`src/rtl/mc_cu_pkg.sv`:
```
// Shared types and encodings for the multi-cycle MIPS control unit.
// MC_CU_MULDIV_EN enables the mult/divu path in every file of this slice.
package mc_cu_pkg;

    typedef enum logic [3:0] {
        FETCH    = 4'd0,
        DECODE   = 4'd1,
        EXEC_R   = 4'd2,
        EXEC_I   = 4'd3,
        MEM_ADDR = 4'd4,
        MEM_RD   = 4'd5,
        MEM_WR   = 4'd6,
        WB_R     = 4'd7,
        WB_I     = 4'd8,
        WB_MEM   = 4'd9,
        BRANCH   = 4'd10,
        JUMP     = 4'd11,
        MD_WAIT  = 4'd12
    } cu_state_e;

    localparam logic [2:0] ALU_ADD  = 3'd0;
    localparam logic [2:0] ALU_SUB  = 3'd1;
    localparam logic [2:0] ALU_AND  = 3'd2;
    localparam logic [2:0] ALU_OR   = 3'd3;
    localparam logic [2:0] ALU_SLT  = 3'd4;
    localparam logic [2:0] ALU_SLTU = 3'd5;
    localparam logic [2:0] ALU_LUI  = 3'd6;

    localparam logic [5:0] OP_RTYPE = 6'h00;
    localparam logic [5:0] OP_LW    = 6'h23;
    localparam logic [5:0] OP_SW    = 6'h2B;
    localparam logic [5:0] OP_BEQ   = 6'h04;
    localparam logic [5:0] OP_BNE   = 6'h05;
    localparam logic [5:0] OP_J     = 6'h02;
    localparam logic [5:0] OP_ADDIU = 6'h09;
    localparam logic [5:0] OP_ANDI  = 6'h0C;
    localparam logic [5:0] OP_ORI   = 6'h0D;
    localparam logic [5:0] OP_SLTI  = 6'h0A;
    localparam logic [5:0] OP_LUI   = 6'h0F;

    localparam logic [5:0] F_ADDU = 6'h21;
    localparam logic [5:0] F_SUBU = 6'h23;
    localparam logic [5:0] F_AND  = 6'h24;
    localparam logic [5:0] F_OR   = 6'h25;
    localparam logic [5:0] F_SLT  = 6'h2A;
    localparam logic [5:0] F_SLTU = 6'h2B;
    localparam logic [5:0] F_MULT = 6'h18;
    localparam logic [5:0] F_DIVU = 6'h1B;

    function automatic logic is_md(input logic [5:0] f);
        return (f == F_MULT) || (f == F_DIVU);
    endfunction

endpackage

```
`src/rtl/mc_cu_alu_dec.sv`:
```
// op/func to ALU operation and legality; shared by R and I execute states.
// MC_CU_MULDIV_EN makes mult/divu legal R-type funcs.
module mc_cu_alu_dec
    import mc_cu_pkg::*;
(
    input  logic [5:0] op,
    input  logic [5:0] func,
    output logic [2:0] ctr,
    output logic       legal
);

    always_comb begin
        ctr   = ALU_ADD;
        legal = 1'b1;
        if (op == OP_RTYPE) begin
            unique case (func)
                F_ADDU: ctr = ALU_ADD;
                F_SUBU: ctr = ALU_SUB;
                F_AND:  ctr = ALU_AND;
                F_OR:   ctr = ALU_OR;
                F_SLT:  ctr = ALU_SLT;
                F_SLTU: ctr = ALU_SLTU;
`ifdef MC_CU_MULDIV_EN
                F_MULT, F_DIVU: ctr = ALU_ADD;
`endif
                default: legal = 1'b0;
            endcase
        end else begin
            unique case (op)
                OP_ADDIU, OP_LW, OP_SW, OP_J: ctr = ALU_ADD;
                OP_BEQ, OP_BNE:               ctr = ALU_SUB;
                OP_ANDI:                      ctr = ALU_AND;
                OP_ORI:                       ctr = ALU_OR;
                OP_SLTI:                      ctr = ALU_SLT;
                OP_LUI:                       ctr = ALU_LUI;
                default:                      legal = 1'b0;
            endcase
        end
    end

endmodule

```
`src/rtl/mc_control_unit.sv`:
```
// Multi-cycle MIPS control FSM driving datapath enables per state.
// MC_CU_MULDIV_EN adds the MD_WAIT state and the md_start/md_done handshake.
module mc_control_unit
    import mc_cu_pkg::*;
#(
    parameter int ALUCTR_W = 4,
    parameter int STATE_W  = 4
) (
    input  logic                clk,
    input  logic                rst_n,
    input  logic [5:0]          op,
    input  logic [5:0]          func,
    input  logic                zero,
    input  logic                mem_ready,
    input  logic                md_done,
    output logic                PCWr,
    output logic                IRWr,
    output logic                MemRd,
    output logic                MemWr,
    output logic                RegWr,
    output logic                RegDst,
    output logic                MemtoReg,
    output logic                ALUSrcA,
    output logic                Extop,
    output logic [1:0]          ALUSrcB,
    output logic [1:0]          PCSrc,
    output logic [ALUCTR_W-1:0] ALUctr,
    output logic                md_start,
    output logic                illegal,
    output logic [STATE_W-1:0]  state
);

    cu_state_e  state_q, state_d;
    logic       illegal_q, illegal_d;
    logic       md_start_q, md_start_d;
    // Holds all enables low until the first edge after reset release.
    logic       run_q;
    logic [2:0] dec_ctr;
    logic       dec_legal;
    logic [2:0] aluc;

    mc_cu_alu_dec u_alu_dec (
        .op    (op),
        .func  (func),
        .ctr   (dec_ctr),
        .legal (dec_legal)
    );

`ifndef MC_CU_MULDIV_EN
    logic unused_md_done;
    assign unused_md_done = md_done;
`endif

    always_comb begin
        state_d    = state_q;
        illegal_d  = illegal_q;
        md_start_d = 1'b0;
        PCWr = 1'b0; IRWr = 1'b0; MemRd = 1'b0; MemWr = 1'b0;
        RegWr = 1'b0; RegDst = 1'b0; MemtoReg = 1'b0;
        ALUSrcA = 1'b0; Extop = 1'b0;
        ALUSrcB = 2'b00; PCSrc = 2'b00;
        aluc = ALU_ADD;
        if (run_q) begin
            unique case (state_q)
                FETCH: begin
                    MemRd   = 1'b1;
                    ALUSrcB = 2'b01;
                    if (mem_ready) begin
                        PCWr    = 1'b1;
                        IRWr    = 1'b1;
                        state_d = DECODE;
                    end
                end
                DECODE: begin
                    ALUSrcB = 2'b11;
                    Extop   = 1'b1;
                    if (!dec_legal) begin
                        illegal_d = 1'b1;
                        state_d   = FETCH;
                    end else if (op == OP_RTYPE) begin
                        state_d = EXEC_R;
                    end else begin
                        unique case (op)
                            OP_LW, OP_SW:   state_d = MEM_ADDR;
                            OP_BEQ, OP_BNE: state_d = BRANCH;
                            OP_J:           state_d = JUMP;
                            default:        state_d = EXEC_I;
                        endcase
                    end
                end
                EXEC_R: begin
                    ALUSrcA = 1'b1;
                    aluc    = dec_ctr;
                    state_d = WB_R;
`ifdef MC_CU_MULDIV_EN
                    if (is_md(func)) state_d = MD_WAIT;
`endif
                end
                EXEC_I: begin
                    ALUSrcA = 1'b1;
                    ALUSrcB = 2'b10;
                    aluc    = dec_ctr;
                    Extop   = !((op == OP_ANDI) || (op == OP_ORI));
                    state_d = WB_I;
                end
                MEM_ADDR: begin
                    ALUSrcA = 1'b1;
                    ALUSrcB = 2'b10;
                    Extop   = 1'b1;
                    state_d = (op == OP_LW) ? MEM_RD : MEM_WR;
                end
                MEM_RD: begin
                    MemRd = 1'b1;
                    if (mem_ready) state_d = WB_MEM;
                end
                MEM_WR: begin
                    MemWr = 1'b1;
                    if (mem_ready) state_d = FETCH;
                end
                WB_R: begin
                    RegWr   = 1'b1;
                    RegDst  = 1'b1;
                    state_d = FETCH;
                end
                WB_I: begin
                    RegWr   = 1'b1;
                    state_d = FETCH;
                end
                WB_MEM: begin
                    RegWr    = 1'b1;
                    MemtoReg = 1'b1;
                    state_d  = FETCH;
                end
                BRANCH: begin
                    ALUSrcA = 1'b1;
                    aluc    = ALU_SUB;
                    PCSrc   = 2'b01;
                    PCWr    = (op == OP_BEQ) ? zero : !zero;
                    state_d = FETCH;
                end
                JUMP: begin
                    PCSrc   = 2'b10;
                    PCWr    = 1'b1;
                    state_d = FETCH;
                end
`ifdef MC_CU_MULDIV_EN
                MD_WAIT: begin
                    if (md_done) state_d = FETCH;
                end
`endif
                default: state_d = FETCH;
            endcase
        end
`ifdef MC_CU_MULDIV_EN
        md_start_d = (state_d == MD_WAIT) && (state_q != MD_WAIT);
`endif
    end

    always_ff @(posedge clk or negedge rst_n) begin
        if (!rst_n) begin
            state_q    <= FETCH;
            illegal_q  <= 1'b0;
            md_start_q <= 1'b0;
            run_q      <= 1'b0;
        end else begin
            state_q    <= state_d;
            illegal_q  <= illegal_d;
            md_start_q <= md_start_d;
            run_q      <= 1'b1;
        end
    end

    assign ALUctr   = ALUCTR_W'(aluc);
    assign md_start = md_start_q;
    assign illegal  = illegal_q;
    assign state    = STATE_W'(state_q);

endmodule

```
`config.mk`:
```
export PLATFORM = sky130hd
export DESIGN_NAME = mc_control_unit
export DESIGN_NICKNAME = d
export VERILOG_FILES = /design/src/rtl/mc_cu_pkg.sv /design/src/rtl/mc_cu_alu_dec.sv /design/src/rtl/mc_control_unit.sv
export SDC_FILE = /design/constraint.sdc
export NUM_CORES = 1
export LEC_CHECK = 0
export ABC_AREA = 1
export CORE_UTILIZATION = 45
export DETAILED_ROUTE_END_ITERATION = 10
export PLACE_DENSITY = 0.87
export SLEW_MARGIN = 20
export SYNTH_ARGS = -nofsm -noshare
export SYNTH_HDL_FRONTEND = slang
export SYNTH_SLANG_ARGS = --single-unit
```
`constraint.sdc`:
```
create_clock -name clk -period 3 [get_ports clk]
set_input_delay 0.9 -clock clk [delete_from_list [all_inputs] [get_ports clk]]
set_output_delay 0.9 -clock clk [all_outputs]
set_load 0.01 [all_outputs]
```
==> results.yml, run 1 <==
global_route:
  antenna_found_initial: 0
  grt_pass1_wl_um: 4636
  grt_start_max_net_pins: 9
  track_usage: 0.2920
  grt_pass1_vias: 1177
  overflow: 0
yosys:
  synth_cell_type_count: 27
  synth_cells: 165
  synth_edf_count: 0
  synth_area_leader_cell: "dfrtp_1"
  synth_area_um2: 913.4
  yosysTopAreaCellShare: 0.1644
  ys_seq_area_frac: 0.1644
  syn_area_per_cell_um2: 5.536
  synth_seq_cells: 6
  ys.flop_type: "dfrtp_1"
  synthTopCellsByArea: "dfrtp_1 16%, nand2_1 15%, nor2_1 12%, inv_1 11%, nand3_1 9.9%"
  yosys_warnings: 0
  synthArstFlopShare: 1.000
timing:
  tns_ps: 0
  max_freq_mhz: 336.5
  hold_viol_final: 0
  finalCritPeriodShare: 0.9907
  post-route-min-period_ps: 2972
  holdWs_ps: 473.6
  setup_viol: 0
  drv_slew: 0
  finalClockSkew_ps: 10.60
  rsz0062_at_grt: "yes"
pwr:
  total_leakage_power_nw: 0.8197
  pwr-share-comb: 0.722
  seq_power_share: 0.184
  ir_drop_mv: 0.4526
  p_clk_frac: 0.094
  p_sw_mw: 0.3933
  powerDensity_nw_per_um2: 522.4
  p_sw_frac: 0.4936
  intPower_mw: 0.4036
  total_power_mw: 0.7968
drt:
  drt_iter0_drc: 26
  antenna_left: 0
  wl_per_cell_um: 12.70
  viasPerCell: 5.140
  drtPass1Iterations: 6
  drc: 0
  routed-via-count: 1285
  routed_wl_um: 3174
clock_tree:
  clk_pin_slew_ps: 40
  htree_levels: 1
  cts_buffers: 3
  cts_tree: "done"
  clkSinkCount: 6
  cts-root-buf: "clkbuf_4"
  clk_path_buf_depth: 2
  holdBufCountCts: 0
  clk_latency_ps: 250
critical_path:
  slowest_stage: "dlygate4sd2_1"
  worstPathMaxFanout: 5
  slowest_delay_ps: 270
  cp-end-kind: "output port"
  path_class: "in -> out"
  worstPathArrival_ps: 2070
  crit_required_ps: 2100
  start_kind: "input pin"
  cp_cell_sequence: "dlygate4sd2_1 -> nor2_2 -> nand3_4 -> buf_4 -> a31oi_2 -> a211oi_2 -> buf_2"
floorplan:
  fp.coreArea_um2: 1821
  ioPinCount: 40
  start_util: 0.5017
  rows: 15
  die_h_um: 47.05
  die_area_um2: 2214
  die_w_um: 47.05
placed_design:
  gp_congestion: 0.9157
  numPortBuffers: 36
  hpwl_um: 2362
  placed_area_um2: 1421
outcome:
  status: "finished clean"
flow_run:
  maxCapViolCount: 0
layout:
  drive_gt1_frac: 0.2800
  area_growth_pct: 66.99
  post-route-util: 0.8378
  nFillCells: 119
  num_antenna_cells: 0
  design_area_um2: 1525
  nets: 244
worst_hold_path:
  hp-class: "reg -> reg"
-- cells by family (layout without fill, tap and decap cells) --
group | Yosys count | count (layout) | share of synthesized area
buf+inv | 33 | 92 | 0.1438
simple gates | 103 | 103 | 0.5438
other cells | 2 | 3 | 0.008222
compound gates | 21 | 21 | 0.1397
flops | 6 | 6 | 0.1644
-- critical path, delay by kind of cell --
family                 cells  cell delay [ps]
AND/OR/NAND/NOR            2              350
buffers and inverters      3              600
AO/OA/AOI/OAI              2              220
-- sequential cells by signal, indices dropped and copies added, names as in the netlist --
name,count
run_q,1
illegal,1
state,4
-- stage by stage --
stage / setup slack, ps / std cells
global placement: -574.7 / 242
CTS: -64.37 / 248
floorplan: 422.0 / 166
global route: -45.97 / 250
finish: 27.86 / 250
detailed placement: -640.1 / 242
-- Yosys cell counts, drive strengths merged (4+ instances only) --
master  instances
inv            31
nor2           38
dfrtp           6
o21ai           6
nand3          20
nand2          38
nor3            4
a21oi           5
-- repair_timing --
action,CTS,global route
setup buffers,3,2
gates resized for setup,31,24
setup endpoints to repair,6,5
pin swaps,6,6
-- worst paths after layout --
kind                       startpoint        end  slack, ps  cells past startpoint
setup reg to reg             state[1]   state[1]       1560                      7
hold / removal                illegal    illegal        470                      1
max in group asynchronous       rst_n      run_q       1890                      1
hold reg to reg               illegal    illegal        470                      1
min in group asynchronous       rst_n   state[3]        890                      1
setup / recovery                op[1]  ALUctr[1]         30                      7
-- power groups by stage --
| stage | clock, mW | combinational (mW) | sequential, mW |
|---|---|---|---|
| final | 0.0747 | 0.575 | 0.147 |
| after global routing | 0.0799 | 0.634 | 0.151 |
| after CTS | 0.0760 | 0.568 | 0.146 |
| after detailed placement | 0 | 0.573 | 0.147 |
| after global placement | 0 | 0.559 | 0.145 |
| after floorplan | 0 | 0.326 | 0.151 |
-- layer usage --
metal  global-route usage  vias up  wire [µm]
met5                    0        -          0
li1                     -      640          -
met2               0.5444       57       1650
met3              0.06923        4        213
met1               0.3449      584       1289
met4              0.04000        0         21
-- layout make-up --
class                           instances  area, µm²  area share
Sequential cell                         6      150.1     0.09844
Clock buffer                            3      22.52     0.01477
Multi-Input combinational cell        127      700.7      0.4594
Inverter                               31      116.4     0.07629
Timing Repair Buffer                   58      504.2      0.3306
Tap cell                               25      31.28     0.02051
-- placed cells by master, fill, tap and decap left out, drive strengths merged, types with 3 or more instances in the layout --
cell and instances:
clkbuf 7, inv 31, o21ai 6, dlygate4sd2 4
nand3 20, dfrtp 6, nor3 4, conb 3
clkdlybuf4s50 18, nand2 38, buf 25, nor2 38
dlymetal6s2s 6, a21oi 5
Note: power is estimated with default switching activity, not from simulation.
==> run 2: changes to the inputs <==
--- a/config.mk
+++ b/config.mk
@@ -13,3 +13,4 @@
 export SYNTH_ARGS = -nofsm -noshare
 export SYNTH_HDL_FRONTEND = slang
 export SYNTH_SLANG_ARGS = --single-unit
+export TNS_END_PERCENT = 30
==> results of run 2 <==
No change in the layout: final DEF, timing and power equal those of run 1.
